## src/rtl/fifo_pkg.sv

```systemverilog
// fifo_pkg
//   Shared constants and pointer helpers for the FIFO pointer controller.
//   DEFAULT_ADDR_WIDTH : default RAM address width (depth = 2**ADDR_WIDTH)
//   ptr_next(ptr)      : wrap-bit pointer increment; the caller truncates to its pointer width
//   ptr_diff(wr, rd)   : pointer difference; the caller truncates, which gives the modulo result
package fifo_pkg;

    localparam int DEFAULT_ADDR_WIDTH = 10;

    function automatic logic [31:0] ptr_next(input logic [31:0] ptr);
        return ptr + 32'd1;
    endfunction

    function automatic logic [31:0] ptr_diff(input logic [31:0] wr, input logic [31:0] rd);
        return wr - rd;
    endfunction

endpackage

```

## src/rtl/fifo_ptr_ctrl_if.sv

```systemverilog
// fifo_ptr_ctrl_if
//   Handshake bundle between a FIFO client, the full/empty comparator and fifo_ptr_ctrl.
//   slave  : controller side (takes requests and full/empty, drives pointers, strobes and status)
//   master : client/comparator side
//   Optional feature macro: FIFO_WATERMARK_EN adds almost_full / almost_empty.
interface fifo_ptr_ctrl_if import fifo_pkg::*; #(
    parameter int ADDR_WIDTH = DEFAULT_ADDR_WIDTH
);
    logic                  write_req;
    logic                  read_req;
    logic                  full;
    logic                  empty;
    logic                  err_clr;
    logic [ADDR_WIDTH:0]   write_addr;
    logic [ADDR_WIDTH:0]   read_addr;
    logic                  write_ena;
    logic                  read_ena;
    logic                  rd_valid;
    logic [ADDR_WIDTH:0]   fill_level;
    logic                  overflow;
    logic                  underflow;
`ifdef FIFO_WATERMARK_EN
    logic                  almost_full;
    logic                  almost_empty;
`endif

    modport slave (
        input  write_req, read_req, full, empty, err_clr,
        output write_addr, read_addr, write_ena, read_ena, rd_valid,
               fill_level, overflow, underflow
`ifdef FIFO_WATERMARK_EN
       ,output almost_full, almost_empty
`endif
    );

    modport master (
        output write_req, read_req, full, empty, err_clr,
        input  write_addr, read_addr, write_ena, read_ena, rd_valid,
               fill_level, overflow, underflow
`ifdef FIFO_WATERMARK_EN
       ,input  almost_full, almost_empty
`endif
    );

endinterface

```

## src/rtl/fifo_ptr_counter.sv

```systemverilog
// fifo_ptr_counter
//   Enable-gated wrap-bit pointer register with asynchronous active-low reset.
//   clk   : clock, rising edge
//   rst_n : asynchronous active-low reset (pointer returns to 0)
//   en_i  : advance the pointer by one at the next edge
//   ptr_o : registered pointer; MSB is the wrap bit, the low bits address the RAM
module fifo_ptr_counter import fifo_pkg::*; #(
    parameter int PTR_W = DEFAULT_ADDR_WIDTH + 1
) (
    input  logic             clk,
    input  logic             rst_n,
    input  logic             en_i,
    output logic [PTR_W-1:0] ptr_o
);

    logic [PTR_W-1:0] ptr_q;
    logic [PTR_W-1:0] ptr_d;

    // Truncating the increment to PTR_W wraps all-ones back to 0 and toggles the wrap bit.
    always_comb begin
        ptr_d = ptr_q;
        if (en_i) begin
            ptr_d = PTR_W'(ptr_next(32'(ptr_q)));
        end
    end

    always_ff @(posedge clk or negedge rst_n) begin
        if (!rst_n) begin
            ptr_q <= '0;
        end else begin
            ptr_q <= ptr_d;
        end
    end

    assign ptr_o = ptr_q;

endmodule

```

## src/rtl/fifo_ptr_ctrl.sv

```systemverilog
// fifo_ptr_ctrl
//   FIFO write/read pointer controller. Gates requests with the external comparator's
//   full/empty, advances (ADDR_WIDTH+1)-bit wrap-bit pointers, drives RAM strobes,
//   reports fill level and sticky overflow/underflow.
//   clk   : clock, rising edge
//   rst_n : asynchronous active-low reset (release synchronised outside this block)
//   bus   : fifo_ptr_ctrl_if.slave -- write_req/read_req/full/empty/err_clr in;
//           write_addr/read_addr/write_ena/read_ena/rd_valid/fill_level/overflow/underflow out
//   Optional feature macro: FIFO_WATERMARK_EN adds parameters AF_THRESH/AE_THRESH and
//   registered outputs almost_full/almost_empty.
module fifo_ptr_ctrl import fifo_pkg::*; #(
    parameter int ADDR_WIDTH = DEFAULT_ADDR_WIDTH
`ifdef FIFO_WATERMARK_EN
   ,parameter int AF_THRESH  = 2**ADDR_WIDTH - 2,
    parameter int AE_THRESH  = 2
`endif
) (
    input  logic            clk,
    input  logic            rst_n,
    fifo_ptr_ctrl_if.slave  bus
);

    localparam int PW = ADDR_WIDTH + 1;

    logic [PW-1:0] wr_ptr;
    logic [PW-1:0] rd_ptr;
    logic [PW-1:0] fill;
    logic          wr_en;
    logic          rd_en;
    logic          rd_valid_q;
    logic          overflow_q;
    logic          overflow_d;
    logic          underflow_q;
    logic          underflow_d;

    // Full and empty are never both true, so a simultaneous request at full keeps the
    // read and at empty keeps the write; no fall-through is possible.
    assign wr_en = bus.write_req & ~bus.full;
    assign rd_en = bus.read_req  & ~bus.empty;

    fifo_ptr_counter #(.PTR_W(PW)) u_wr_ptr (
        .clk   (clk),
        .rst_n (rst_n),
        .en_i  (wr_en),
        .ptr_o (wr_ptr)
    );

    fifo_ptr_counter #(.PTR_W(PW)) u_rd_ptr (
        .clk   (clk),
        .rst_n (rst_n),
        .en_i  (rd_en),
        .ptr_o (rd_ptr)
    );

    assign fill = PW'(ptr_diff(32'(wr_ptr), 32'(rd_ptr)));

    // A new error in the same cycle as err_clr must survive the clear.
    always_comb begin
        overflow_d  = (overflow_q  & ~bus.err_clr) | (bus.write_req & bus.full);
        underflow_d = (underflow_q & ~bus.err_clr) | (bus.read_req  & bus.empty);
    end

    always_ff @(posedge clk or negedge rst_n) begin
        if (!rst_n) begin
            rd_valid_q  <= 1'b0;
            overflow_q  <= 1'b0;
            underflow_q <= 1'b0;
        end else begin
            rd_valid_q  <= rd_en;
            overflow_q  <= overflow_d;
            underflow_q <= underflow_d;
        end
    end

`ifdef FIFO_WATERMARK_EN
    localparam logic [PW-1:0] AF_P = PW'(AF_THRESH);
    localparam logic [PW-1:0] AE_P = PW'(AE_THRESH);

    logic [PW-1:0] fill_d;
    logic          almost_full_q;
    logic          almost_empty_q;

    // Flags are registered from the next-state fill so they change on the same edge as the pointers.
    assign fill_d = fill + PW'(wr_en) - PW'(rd_en);

    always_ff @(posedge clk or negedge rst_n) begin
        if (!rst_n) begin
            almost_full_q  <= 1'b0;
            almost_empty_q <= 1'b1;
        end else begin
            almost_full_q  <= (fill_d >= AF_P);
            almost_empty_q <= (fill_d <= AE_P);
        end
    end

    assign bus.almost_full  = almost_full_q;
    assign bus.almost_empty = almost_empty_q;
`endif

    assign bus.write_addr = wr_ptr;
    assign bus.read_addr  = rd_ptr;
    assign bus.write_ena  = wr_en;
    assign bus.read_ena   = rd_en;
    assign bus.rd_valid   = rd_valid_q;
    assign bus.fill_level = fill;
    assign bus.overflow   = overflow_q;
    assign bus.underflow  = underflow_q;

endmodule

```

## src/flat_wrapper.sv

```systemverilog
// flat-port wrapper written by rule: the top's interface ports become plain ports
module fifo_ptr_ctrl_flat import fifo_pkg::*;
#(
    parameter int ADDR_WIDTH = DEFAULT_ADDR_WIDTH

)
  (clk, rst_n, bus_write_req, bus_read_req, bus_full, bus_empty, bus_err_clr, bus_write_addr, bus_read_addr, bus_write_ena, bus_read_ena, bus_rd_valid, bus_fill_level, bus_overflow, bus_underflow);
  fifo_ptr_ctrl_if #(.ADDR_WIDTH(ADDR_WIDTH)) bus_i ();
  input  logic clk;
  input  logic rst_n;
  input wire logic [$bits(bus_i.write_req)-1:0] bus_write_req;
  input wire logic [$bits(bus_i.read_req)-1:0] bus_read_req;
  input wire logic [$bits(bus_i.full)-1:0] bus_full;
  input wire logic [$bits(bus_i.empty)-1:0] bus_empty;
  input wire logic [$bits(bus_i.err_clr)-1:0] bus_err_clr;
  output wire logic [$bits(bus_i.write_addr)-1:0] bus_write_addr;
  output wire logic [$bits(bus_i.read_addr)-1:0] bus_read_addr;
  output wire logic [$bits(bus_i.write_ena)-1:0] bus_write_ena;
  output wire logic [$bits(bus_i.read_ena)-1:0] bus_read_ena;
  output wire logic [$bits(bus_i.rd_valid)-1:0] bus_rd_valid;
  output wire logic [$bits(bus_i.fill_level)-1:0] bus_fill_level;
  output wire logic [$bits(bus_i.overflow)-1:0] bus_overflow;
  output wire logic [$bits(bus_i.underflow)-1:0] bus_underflow;
  assign bus_i.write_req = bus_write_req;
  assign bus_i.read_req = bus_read_req;
  assign bus_i.full = bus_full;
  assign bus_i.empty = bus_empty;
  assign bus_i.err_clr = bus_err_clr;
  assign bus_write_addr = bus_i.write_addr;
  assign bus_read_addr = bus_i.read_addr;
  assign bus_write_ena = bus_i.write_ena;
  assign bus_read_ena = bus_i.read_ena;
  assign bus_rd_valid = bus_i.rd_valid;
  assign bus_fill_level = bus_i.fill_level;
  assign bus_overflow = bus_i.overflow;
  assign bus_underflow = bus_i.underflow;
  fifo_ptr_ctrl #(.ADDR_WIDTH(ADDR_WIDTH)) u_core (.clk(clk), .rst_n(rst_n), .bus(bus_i));
endmodule
```

## config.mk

```make
export PLATFORM = sky130hd
export DESIGN_NAME = fifo_ptr_ctrl_flat
export DESIGN_NICKNAME = d
export VERILOG_FILES = /design/src/rtl/fifo_pkg.sv /design/src/rtl/fifo_ptr_ctrl_if.sv /design/src/rtl/fifo_ptr_counter.sv /design/src/rtl/fifo_ptr_ctrl.sv /design/src/flat_wrapper.sv
export SDC_FILE = /design/constraint.sdc
export NUM_CORES = 1
export LEC_CHECK = 0
export CAP_MARGIN = 20
export CELL_PAD_IN_SITES_DETAIL_PLACEMENT = 1
export CELL_PAD_IN_SITES_GLOBAL_PLACEMENT = 1
export CORE_MARGIN = 4
export CORE_UTILIZATION = 35
export CTS_CLUSTER_SIZE = 40
export DETAILED_ROUTE_END_ITERATION = 7
export HOLD_SLACK_MARGIN = 0.03
export PLACE_DENSITY_LB_ADDON = 0.1
export SLEW_MARGIN = 30
export SYNTH_ARGS = -nofsm -noshare
export SYNTH_HDL_FRONTEND = slang
export SYNTH_SLANG_ARGS = --single-unit
```

## constraint.sdc

```tcl
create_clock -name clk -period 2.76 [get_ports clk]
set_input_delay 0.552 -clock clk [delete_from_list [all_inputs] [get_ports clk]]
set_output_delay 0.552 -clock clk [all_outputs]
set_load 0.005 [all_outputs]
```

# ---- Word level (Yosys, flattened, before mapping)
# Cells that the tools add are included.
dict set report classes {
  addsub 3
  bitwise_logic 11
}
# operator n
set ops {}
lappend ops {{11-bit by 1-bit adder with 11-bit output, second input constant} 2}
lappend ops {{11-bit subtractor} 1}
lappend ops {{1-bit AND} 6}
lappend ops {{1-bit NOT} 3}
lappend ops {{1-bit bitwise OR} 2}
dict set report totals {
  reg_bits 25
  input_bits 7
  output_inout_bits 38
}

# ---- Logic depth before layout (Yosys ltp)
# Gate-level depths: netlist (run 1).
dict set report logic_depth {
  ltp_word 3
  ltp_mapped 9
  ltp_nobuf 9
}

# ---- Hierarchy
# Synthesis (run 1) repeated with hierarchy kept, for this count alone.
dict set report hier_totals {
  hier_cells 158
  hier_area_um2 1610.3
}
# module seq_area_each_um2 area_per_inst_um2 instances cells_per_inst
set modules_own_cells {}
lappend modules_own_cells {fifo_ptr_counter 275.3 496.7 2 40}
lappend modules_own_cells {fifo_ptr_ctrl 75.1 616.8 1 78}

# ---- Least setup slack after synthesis (run 1)
# OpenSTA, ideal clock, no wires.
dict set report synth_timing {
  kind {register to output}
  startpoint {register u_core.u_wr_ptr.ptr_q[0] (netlist: u_core.u_wr_ptr.ptr_o[0])}
  endpoint {output bus_fill_level[8]}
  path_stages_with_launch 10
  slack_ns 0.304
  arrival_time_ns 1.904
  path_cell_list {dfrtp_1 -> inv_1 -> ha_1 -> inv_1 -> fa_1 -> a21o_1 -> nand4_1 -> o21ai_0 -> o41ai_1 -> xnor2_1}
}
dict set report synth_via {
  elab_chain_cells 1
}
# element line
set synth_lines {}
lappend synth_lines {{start: declaration} fifo_ptr_counter.sv:16} ;# logic [PTR_W-1:0] ptr_q;
lappend synth_lines {{start signal: assignment} fifo_ptr_counter.sv:31} ;# ptr_q <= ptr_d;
lappend synth_lines {{11-bit subtractor} fifo_pkg.sv:15} ;# return wr - rd;
lappend synth_lines {{end: declaration} flat_wrapper.sv:21} ;# output wire logic [$bits(bus_i.fill_level)-1:0] bus_fill_level;
# No other way between the ends.

# ---- Worst setup path in the final report (run 1)
dict set report layout_timing {
  startpoint {register u_core.u_wr_ptr.ptr_q[0] (netlist: u_core.u_wr_ptr.ptr_o[0])}
  endpoint {output bus_fill_level[10]}
}
# The elaborated chain is that of the path after synthesis.

==> results of run 1 <==
[area by class of cell]
class / instances / area, um2 / share of cell area, %
inverters: 15 / 56.3 / 2.50
repair buffers: 66 / 583 / 25.9
multi-input cells: 111 / 878 / 39.0
well taps: 50 / 62.6 / 2.78
clock inverters: 1 / 5.00 / 0.222
flip-flops and latches: 25 / 626 / 27.8
clock buffers: 3 / 41.3 / 1.83
[what timing repair did]
action / CTS / global route
hold endpoints to repair: 0 / 0
setup buffers: 1 / 3
hold buffers: 0 / 0
resized for setup: 34 / 2
pin swaps: 5 / 2
setup endpoints to repair: 9 / 7
gates cloned: 0 / 0
[worst max-delay path by stage]
stage | start | to | slack, ns
2_1_floorplan | u_core.u_wr_ptr.ptr_o[0] | bus_fill_level[8] | 0.30
3_3_place_gp | u_core.u_wr_ptr.ptr_o[0] | bus_fill_level[8] | -0.23
3_5_place_dp | u_core.u_wr_ptr.ptr_o[0] | bus_fill_level[8] | -0.29
4_1_cts | u_core.u_wr_ptr.ptr_o[0] | bus_fill_level[10] | -0.08
5_1_grt | u_core.u_wr_ptr.ptr_o[0] | bus_fill_level[10] | -0.15
6_report | u_core.u_wr_ptr.ptr_o[0] | bus_fill_level[10] | -0.04
[cell families (layout without fill, tap and decap cells)]
| family | count (synthesis) | after routing |
|---|---|---|
| XOR/XNOR | 29 | 29 |
| AO/OA/AOI/OAI | 22 | 22 |
| multiplexers | 1 | 1 |
| buffers and inverters | 17 | 85 |
| AND/OR/NAND/NOR | 46 | 46 |
| adder cells (fa/ha/maj) | 13 | 13 |
| flip-flops | 25 | 25 |
[metal layers]
metal,vias to the layer above,GRT usage (%)
met4,0,4.23
met2,36,32.3
met3,7,3.51
li1,649,-
met5,-,0
met1,652,19.2
[power groups by stage]
stage / sequential (uW) / clock, uW / combinational [uW]
global route: 597 / 255 / 1910
CTS: 586 / 234 / 1720
floorplan: 621 / 0 / 674
finish: 581 / 224 / 1710
global placement: 575 / 0 / 1650
detailed placement: 587 / 0 / 1700
[stage by stage]
stage | utilization [%] | setup slack (ns) | hold WS, ns
after global routing | 54.7 | -0.146 | 0.556
after floorplan | - | 0.304 | 0.256
after CTS | 54.1 | -0.0823 | 0.530
final | 54.7 | -0.0431 | 0.520
after global placement | 52.2 | -0.229 | 0.510
after detailed placement | 52.2 | -0.286 | 0.512
[sequential cells by signal (all words and copies together), names as in the netlist]
| signal | count |
|---|---|
| u_core.bus.overflow | 1 |
| u_core.bus.rd_valid | 1 |
| u_core.bus.underflow | 1 |
| u_core.u_rd_ptr.ptr_o | 11 |
| u_core.u_wr_ptr.ptr_o | 11 |
[worst max-delay path: cells and delay by family (launching register included)]
family | cells | cell delay (ns)
compound gates | 3 | 0.51
fa+ha+maj | 2 | 0.46
flops | 1 | 0.40
buf+inv | 4 | 0.39
xor+xnor | 1 | 0.12
simple gates | 1 | 0.10
[cells in the final DEF, fill, tap and decap left out, drive strengths merged, types with 4 or more instances in the layout]
| cell | count |
|---|---|
| clkdlybuf4s50 | 35 |
| buf | 26 |
| dfrtp | 25 |
| xnor2 | 19 |
| inv | 15 |
| nand2 | 12 |
| ha | 12 |
| xor2 | 10 |
| nor2 | 8 |
| o21ai | 8 |
| a21oi | 7 |
| and3 | 6 |
| nand3 | 4 |
| dlygate4sd2 | 4 |
| nor2b | 4 |
==> metrics.md, run 1 <==
| Metric | Value |
|---|---|
| TritonCTS clock tree | done |
| GRT overflow | 0 |
| RSZ-0062 raised after global routing | yes |
| Status | finished, violations left |
| Fin nets | 242 |
| Synth Warn # | 0 |
| Critical path's slowest cell | dfrtp_1 |
| Root buf cell | clkbuf_8 |
| Top post-synthesis cells by count | dfrtp_1, xnor2_1, inv_1 |
| Slew HR | 77.3% |
| Fin crit share | 102% |
| 1st-iter DRT viols | 50 |
| Worst Path Max Fanout | 2 |
| Pwr per Cell Area | 1120 nW/um2 |
| Psw | 960 uW |
| Vias in the first global route | 1,490 |
| Die span in x | 74.0 um |
| Largest net degree at the start of global routing | 26 |
| Post-synthesis xor/xnor area fraction | 16.7% |
| Cts bufs inserted | 3 |
| Via density | 4.96 |
| Final GP Congestion | 0.737 |
| Die ar. | 5480 um2 |
| Clk pwr share | 8.9% |
| Post-synthesis cell type count | 34 |
| Met1 wire length | 1.60 mm |
| Max Root-Sink Buffers | 2 |
| Post-layout instance area | 2250 um2 |
| Sequential share of power | 23.1% |
| Max-slew violations | 0 |
| Simple-Gate Fraction of Synth Area | 16.9% |
| Critical Path Max Stage Delay | 0.40 ns |
| Minimum clock period | 2.80 ns |
| Ratio of cells with drive above 1 in the final layout | 22.2% |
| Routed len/inst | 15.3 um |
| Final Power | 2520 uW |
| Critical path class | flop to output pin |
| Reg2reg setup slack | 0.98 ns |
| Gate Count Post-Synth | 153 |
| Reg2Reg Launch Point | u_core.u_rd_ptr.ptr_o[0] |
| Area leader, netlist | dfrtp_1 |
| Ant diodes | 0 |
| Count of final setup violators | 1 |
| Io pins | 45 |
| Compound-cell area share of the yosys netlist | 8.78% |
| Multiplexer share of the synthesized area | 0.738% |
| Cell-internal power | 1560 uW |
| Main combinational cell family by area after synthesis | simple AND/OR/NAND/NOR gates |
| Hold Crit Class | flop to flop |
| Data required, critical path | 2.21 ns |
| Arr. time, crit path | 2.25 ns |
| Seq/Total Area, Yosys | 41.0% |
| Worst-skew pair later-pin latency | 0.27 ns |
| Core area | 4120 um2 |
| H-tree Lvls | 1 |
| Synth top area cells | dfrtp_1, xnor2_1, ha_1 |
| Area after DPL | 2150 um2 |
| Global-route wire length before repair | 7.12 mm |
| Syn nets | 173 |
| CTS sink count | 25 |
| Final wirelength | 4.15 mm |
| Comb power frac | 68.0% |
| Post-synth ARST share | 100% |
| Sw frac | 38.2% |
| WHS Path Cells | 1 |
| Total leakage power | 0.00111 uW |
| Residual DRC | 0 |
| Die extent in y | 74.0 um |
| Area of the mapped netlist | 1530 um2 |
| Worst setup margin | -0.0431 ns |
| Hold path start | u_core.u_wr_ptr.ptr_o[10] |
| Final Non-Filler Cells | 271 |
| Worst Max-Slew Pin Slew | 0.340 ns |
| Initial core utilization | 37.1% |
| Fmax | 0.357 GHz |
| Layout area overhead | 47.7% |
| Fin Setup TNS | -0.0431 ns |
| CP cell instances | inv_2 > ha_4 > inv_2 > fa_2 > a21o_1 > nand4_1 > o21ai_2 > buf_4 > o221a_4 > xnor2_2 > buf_2 |
| First-pass detailed-route iteration total | 2 |
| DR top layer | met4 |
| HPWL after DPL | 3.26 mm |
| Number of synthesized flops with an enable pin | 0 |
| Max Cap Viol | 0 |
| Worst R2R End | u_core.u_rd_ptr.ptr_o[10] |
| Number of synthesized register bits | 25 |
| Critical Path Start Type | flop |
| Post-route ant nets | 0 |
| All-Layer GR Usage | 17.0% |
| Post-synth top area share | 41.0% |
| Hold Fails Final Rpt | 0 |
| Initial antenna violation count | 0 |
| Placed Instances | 263 |
| DR WL met3 | 226 um |
| Failing checks | negative setup slack |
| Worst R2R Path Depth | 6 |
| CP most frequent cell | inv_2 |
| Skew final | 0.00222 ns |
| Mean Syn Cell Area | 9.97 um2 |
| Adder-cell share of the synthesized area | 11.2% |
| Min-Delay Endpoint | u_core.u_wr_ptr.ptr_o[10] |
| CTS clk-pin slew, worst paths | 0.09 ns |
| Vias | 1,344 |
| Setup crit end kind | output pin |
| Met2 WL | 2.27 mm |
| Most frequent cell after synthesis | dfrtp_1 |
| I/O Buffers | 44 |
| Fill count | 481 |
| FP Rows | 23 |
| Worst vdd ir | 0.672 mV |
| Synth Flop Type | dfrtp_1 |
(Power assumes the default switching activity.)
==> inputs of run 2 (changes only) <==
- CORE_UTILIZATION: 35 -> 36
- RECOVER_POWER: not set -> 25
- SYNTH_HIERARCHICAL: not set -> 1
==> metrics.md, run 2 <==
| Metric | Value |
|---|---|
| Number of synthesized register bits | 25 |
| Final wirelength | 4.50 mm |
| CP cell instances | inv_2 > ha_4 > inv_2 > fa_2 > a21o_1 > a2111oi_4 > o211ai_2 > a21oi_2 > xnor2_1 > buf_2 |
| CP Buf/Inv Count | 3 |
| Area of the mapped netlist | 1610 um2 |
| Final Non-Filler Cells | 288 |
| Placed Instances | 280 |
| Largest net degree at the start of global routing | 26 |
| Commonest non-fill, non-tap cell in the layout | clkdlybuf4s50_1 |
| Hold Crit Class | flop to flop |
| Post-route ant nets | 0 |
| DR WL met3 | 104 um |
| Worst Max-Slew Pin Slew | 1.39 ns |
| Vias in the first global route | 1,533 |
| CTS clk-pin slew, worst paths | 0.09 ns |
| Ratio of cells with drive above 1 in the final layout | 25.0% |
| Setup crit end kind | output pin |
| Commonest non-fill, non-tap cells in the layout | clkdlybuf4s50_1, buf_4, dfrtp_1 |
| Routed len/inst | 15.6 um |
| Via density | 4.87 |
| Area after DPL | 2320 um2 |
| Top post-synthesis cells by count | dfrtp_1, inv_1, xnor2_1 |
| Failing checks | negative setup slack |
| Data required, critical path | 2.21 ns |
| Synth Flop Type | dfrtp_1 |
| Die span in x | 74.9 um |
| Hold Fails Final Rpt | 0 |
| Critical path class | flop to output pin |
| CP most frequent cell | inv_2 |
| Vias | 1,403 |
| All-Layer GR Usage | 17.1% |
| Minimum clock period | 2.97 ns |
| 1st-iter DRT viols | 17 |
| Worst setup margin | -0.205 ns |
| Critical Path Start Type | flop |
| Synth top area cells | dfrtp_1, ha_1, xnor2_1 |
| Seq/Total Area, Yosys | 38.9% |
| Max Cap Viol | 0 |
| Die ar. | 5610 um2 |
| Post-synthesis cell type count | 31 |
| Worst vdd ir | 0.416 mV |
| Slew HR | 7.50% |
| Post-synth ARST share | 100% |
| Initial core utilization | 37.0% |
| DR top layer | met4 |
| Most frequent cell after synthesis | dfrtp_1 |
| Ant diodes | 0 |
| Global-route wire length before repair | 7.37 mm |
| Fin Setup TNS | -0.541 ns |
| Count of final setup violators | 6 |
| Critical path's slowest cell | dfrtp_1 |
| Met2 WL | 2.33 mm |
| Fin crit share | 107% |
| Gate Count Post-Synth | 158 |
| Mean Syn Cell Area | 10.2 um2 |
| Post-synth top area share | 38.9% |
| CTS sink count | 25 |
| Post-layout instance area | 2410 um2 |
| Synth Warn # | 6 |
| Io pins | 45 |
| I/O Buffers | 44 |
| Layout area overhead | 49.7% |
| Worst Path Max Fanout | 3 |
| Final Power | 2920 uW |
| Root buf cell | clkbuf_8 |
| RSZ-0062 raised after global routing | yes |
| Skew final | 0.00268 ns |
| Arr. time, crit path | 2.41 ns |
| Cts bufs inserted | 3 |
| Worst-skew pair later-pin latency | 0.26 ns |
| Max Root-Sink Buffers | 2 |
| Number of synthesized flops with an enable pin | 0 |
| Hold WS | 0.519 ns |
| Met1 wire length | 2.02 mm |
| Syn nets | 178 |
| Area leader, netlist | dfrtp_1 |
| Core area | 4350 um2 |
| Die extent in y | 74.9 um |
| TritonCTS clock tree | done |
| Pwr per Cell Area | 1210 nW/um2 |
| HPWL after DPL | 3.60 mm |
| Cell family with most CP delay | compound AO/OA/AOI/OAI gates |
| Critical Path Max Stage Delay | 0.40 ns |
| GRT overflow | 0 |
| First-pass detailed-route iteration total | 4 |
| Initial antenna violation count | 0 |
| H-tree Lvls | 1 |
| Fmax | 0.337 GHz |
| Max-slew violations | 0 |
| FP Rows | 24 |
| Residual DRC | 0 |
| Total leakage power | 0.00113 uW |
| Status | finished, violations left |
| Fin nets | 257 |
| Final GP Congestion | 0.724 |
## run 2: cell types whose count changed in the layout (fill, tap and decap cells not counted), sizes merged, moves of 2 or more
cell	delta
nor3	+6
xnor2	-4
nor4	+2
nand3	+2
inv	+4
buf	+9
xor2	+4
nor2	-3
and3	-4
o21ai	-2
and4	-3
nand4	+4
## run 2: layout make-up
class	instances	area, um2
multi-input combinational	111	936
timing repair buffer	77	666
inverter	19	71.3
tap	52	65.1
sequential	25	626
fill	489	1940
clock inverter	1	5.00
clock buffer	3	41.3
## run 2: where the power goes
part           switching, uW  total [uW]  internal, uW
clock                    117         218           101
sequential              58.7         511           452
combinational            925        2200          1270
## run 2: worst reg2reg max path, cell delays in order, from the launching register on
cell,delay [ns]
dfrtp_1,0.39
buf_4,0.13
buf_4,0.13
ha_1,0.22
nand2_1,0.14
nor4_4,0.18
xor2_1,0.18
## run 2: metal layers
layer / track usage (%) / vias to the layer above
met4: 4.35 / 0
met5: 0 / -
met1: 23.1 / 687
met3: 2.27 / 4
met2: 28.9 / 26
li1: - / 686
## run 2: path summary, 6_finish.rpt
check                                               start                   endpoint  slack (ns)  cells after the start
worst max register to register   u_core/u_wr_ptr/ptr_o[1]  u_core/u_wr_ptr/ptr_o[10]        1.32                      6
min in group asynchronous                           rst_n   u_core/u_wr_ptr/ptr_o[6]        1.12                      2
max in group asynchronous                           rst_n   u_core/u_rd_ptr/ptr_o[0]        0.83                      2
worst max-delay path             u_core/u_wr_ptr/ptr_o[0]         bus_fill_level[10]       -0.21                     10
worst min-delay path            u_core/u_rd_ptr/ptr_o[10]  u_core/u_rd_ptr/ptr_o[10]        0.52                      1
worst min register to register  u_core/u_rd_ptr/ptr_o[10]  u_core/u_rd_ptr/ptr_o[10]        0.52                      1
## run 2: logic make-up (layout without fill, tap and decap cells)
family | count (synthesis) | count (layout) | synth area share (%)
XOR/XNOR | 29 | 29 | 15.8
AO/OA/AOI/OAI | 21 | 21 | 9.56
adder cells (fa/ha/maj) | 13 | 13 | 10.6
multiplexers | 2 | 2 | 1.40
AND/OR/NAND/NOR | 46 | 46 | 18.7
buffers and inverters | 22 | 100 | 5.13
flip-flops | 25 | 25 | 38.9
## run 2: metrics by stage
stage	utilization [%]	setup WS [ns]
final	55.3	-0.205
after CTS	54.5	-0.296
after floorplan	-	0.155
after detailed placement	53.3	-0.418
after global placement	53.3	-0.323
after global routing	55.3	-0.364
## run 2: repair_timing
item / in CTS / in global routing
pin swaps: 7 / 5
resized for setup: 23 / 6
endpoints found under the setup margin: 7 / 8
buffers inserted: 3 / 3
hold buffers: 0 / 0
==> inputs of run 3 (changes only) <==
- CORE_MARGIN: 4 -> 8
- CTS_CLUSTER_DIAMETER: not set -> 30
==> metrics.md, run 3 (synthesis gave the netlist of run 2 again) <==
| Metric | Value |
|---|---|
| Status | finished, violations left |
| Failing checks | negative setup slack |
| Storage element area | 626 um2 |
| Dpl ws | -0.371 ns |
| Die span in x | 82.9 um |
| Initial antenna violation count | 0 |
| Residual DRC | 0 |
| CTS sink count | 25 |
| Max-slew violations | 0 |
| Max Root-Sink Buffers | 2 |
| Slew HR | 9.40% |
| Cts bufs inserted | 3 |
| Worst Path Max Fanout | 2 |
| DR top layer | met4 |
| Placed Instances | 278 |
| CTS clk-pin slew, worst paths | 0.09 ns |
| DR WL met3 | 140 um |
| Count of final setup violators | 3 |
| Commonest non-fill, non-tap cell in the layout | clkdlybuf4s50_1 |
| Global-route wire length before repair | 8.11 mm |
| Post-route ant nets | 0 |
| Arr. time, crit path | 2.52 ns |
| Final Non-Filler Cells | 292 |
| Worst Max-Slew Pin Slew | 1.36 ns |
| Layout area overhead | 52.4% |
| FP Rows | 24 |
| Critical path's slowest cell | dfrtp_1 |
| All-Layer GR Usage | 13.7% |
| Cell family with most CP delay | compound AO/OA/AOI/OAI gates |
| Fin crit share | 111% |
| Setup crit end kind | output pin |
| Hold Fails Final Rpt | 0 |
| Ratio of cells with drive above 1 in the final layout | 27.9% |
| Final wirelength | 4.63 mm |
| Io pins | 45 |
| Area taken by multi-input logic gates | 953 um2 |
| Fin util | 56.7% |
| Critical Path Start Type | flop |
| Met2 WL | 2.37 mm |
| HPWL after DPL | 3.61 mm |
| Data required, critical path | 2.21 ns |
| Total leakage power | 0.00115 uW |
| First-pass detailed-route iteration total | 4 |
| Worst setup margin | -0.314 ns |
| Routed len/inst | 15.9 um |
| Met1 wire length | 2.11 mm |
| Post-layout instance area | 2450 um2 |
| Worst vdd ir | 0.446 mV |
| Vias in the first global route | 1,648 |
| Die extent in y | 82.9 um |
| Critical Path Max Stage Delay | 0.39 ns |
| CP cell instances | inv_1 > ha_2 > inv_2 > fa_2 > a21o_1 > a2111oi_4 > buf_4 > o211ai_2 > a21oi_2 > xnor2_1 > buf_2 |
| Ant diodes | 0 |
| RSZ-0062 raised after global routing | yes |
| GRT overflow | 0 |
| Area after DPL | 2310 um2 |
| CP Buf/Inv Count | 4 |
| Max Cap Viol | 0 |
| Pwr per Cell Area | 1270 nW/um2 |
| Root buf cell | clkbuf_8 |
| TritonCTS clock tree | done |
| 1st-iter DRT viols | 48 |
| H-tree Lvls | 1 |
| Worst-skew pair later-pin latency | 0.26 ns |
| Die ar. | 6870 um2 |
| I/O Buffers | 44 |
| Commonest non-fill, non-tap cells in the layout | clkdlybuf4s50_1, buf_4, dfrtp_1 |
| Core area | 4320 um2 |
| Hold_buf cts | 0 |
| Fill count | 499 |
| Minimum clock period | 3.07 ns |
| Largest net degree at the start of global routing | 26 |
| Via density | 4.92 |
| Fin nets | 261 |
| Fmax | 0.325 GHz |
| Initial core utilization | 37.2% |
| WHS Path Cells | 1 |
| Stages on the worst setup path | 11 |
| Critical path class | flop to output pin |
| Final GP Congestion | 0.782 |
| Vias | 1,438 |
| Hold Crit Class | flop to flop |
| Skew final | 0.00645 ns |
| Worst R2R Path Depth | 6 |
run 3: timing repair:
item,CTS,global route
setup buffers,9,4
pin swaps,7,7
gates resized for setup,37,7
gates cloned,0,0
setup endpoints to repair,7,9
run 3: report_power, final:
part / internal (uW) / switching [uW] / total, uW
logic: 1410 / 999 / 2410
clock network: 103 / 110 / 213
registers: 452 / 53.7 / 506
run 3: worst register-to-register path: cells and delay by family (launching register included):
kind,cells,cell delay [ns]
and+or+nand+nor,2,0.25
DFF,1,0.38
xor gates and xnor gates,1,0.14
adders and majority gates,1,0.22
buffers and inverters,2,0.28
run 3: routing by layer:
metal | global-route usage [%] | vias to the layer above
li1 | - | 697
met1 | 16.5 | 715
met2 | 24.5 | 24
met3 | 2.64 | 2
met4 | 2.88 | 0
met5 | 0 | -
run 3: through the flow:
step | total power [uW] | TNS, ns | hold slack, ns
floorplan | 1490 | 0 | 0.256
global placement | 2620 | -0.946 | 0.505
detailed placement | 2680 | -1.25 | 0.513
CTS | 3040 | -0.922 | 0.525
global route | 3390 | -1.34 | 0.550
finish | 3130 | -0.899 | 0.520
run 3: worst paths after layout:
| check | end | start | slack (ns) |
|---|---|---|---|
| max | bus_fill_level[10] | u_core/u_wr_ptr/ptr_o[0] | -0.31 |
| min | u_core/u_wr_ptr/ptr_o[10] | u_core/u_wr_ptr/ptr_o[10] | 0.52 |
| max reg2reg | u_core/u_wr_ptr/ptr_o[8] | u_core/u_wr_ptr/ptr_o[1] | 1.39 |
| min reg2reg | u_core/u_wr_ptr/ptr_o[10] | u_core/u_wr_ptr/ptr_o[10] | 0.52 |
| max in group asynchronous | u_core/u_wr_ptr/ptr_o[1] | rst_n | 0.84 |
| min in group asynchronous | u_core/u_rd_ptr/ptr_o[3] | rst_n | 1.12 |
run 3: cell type report:
class / instances / area share, %
multi-input combinational: 111 / 38.9
timing repair buffer: 81 / 28.3
sequential: 25 / 25.5
inverter: 19 / 2.91
tap: 52 / 2.65
clock buffer: 4 / 1.84
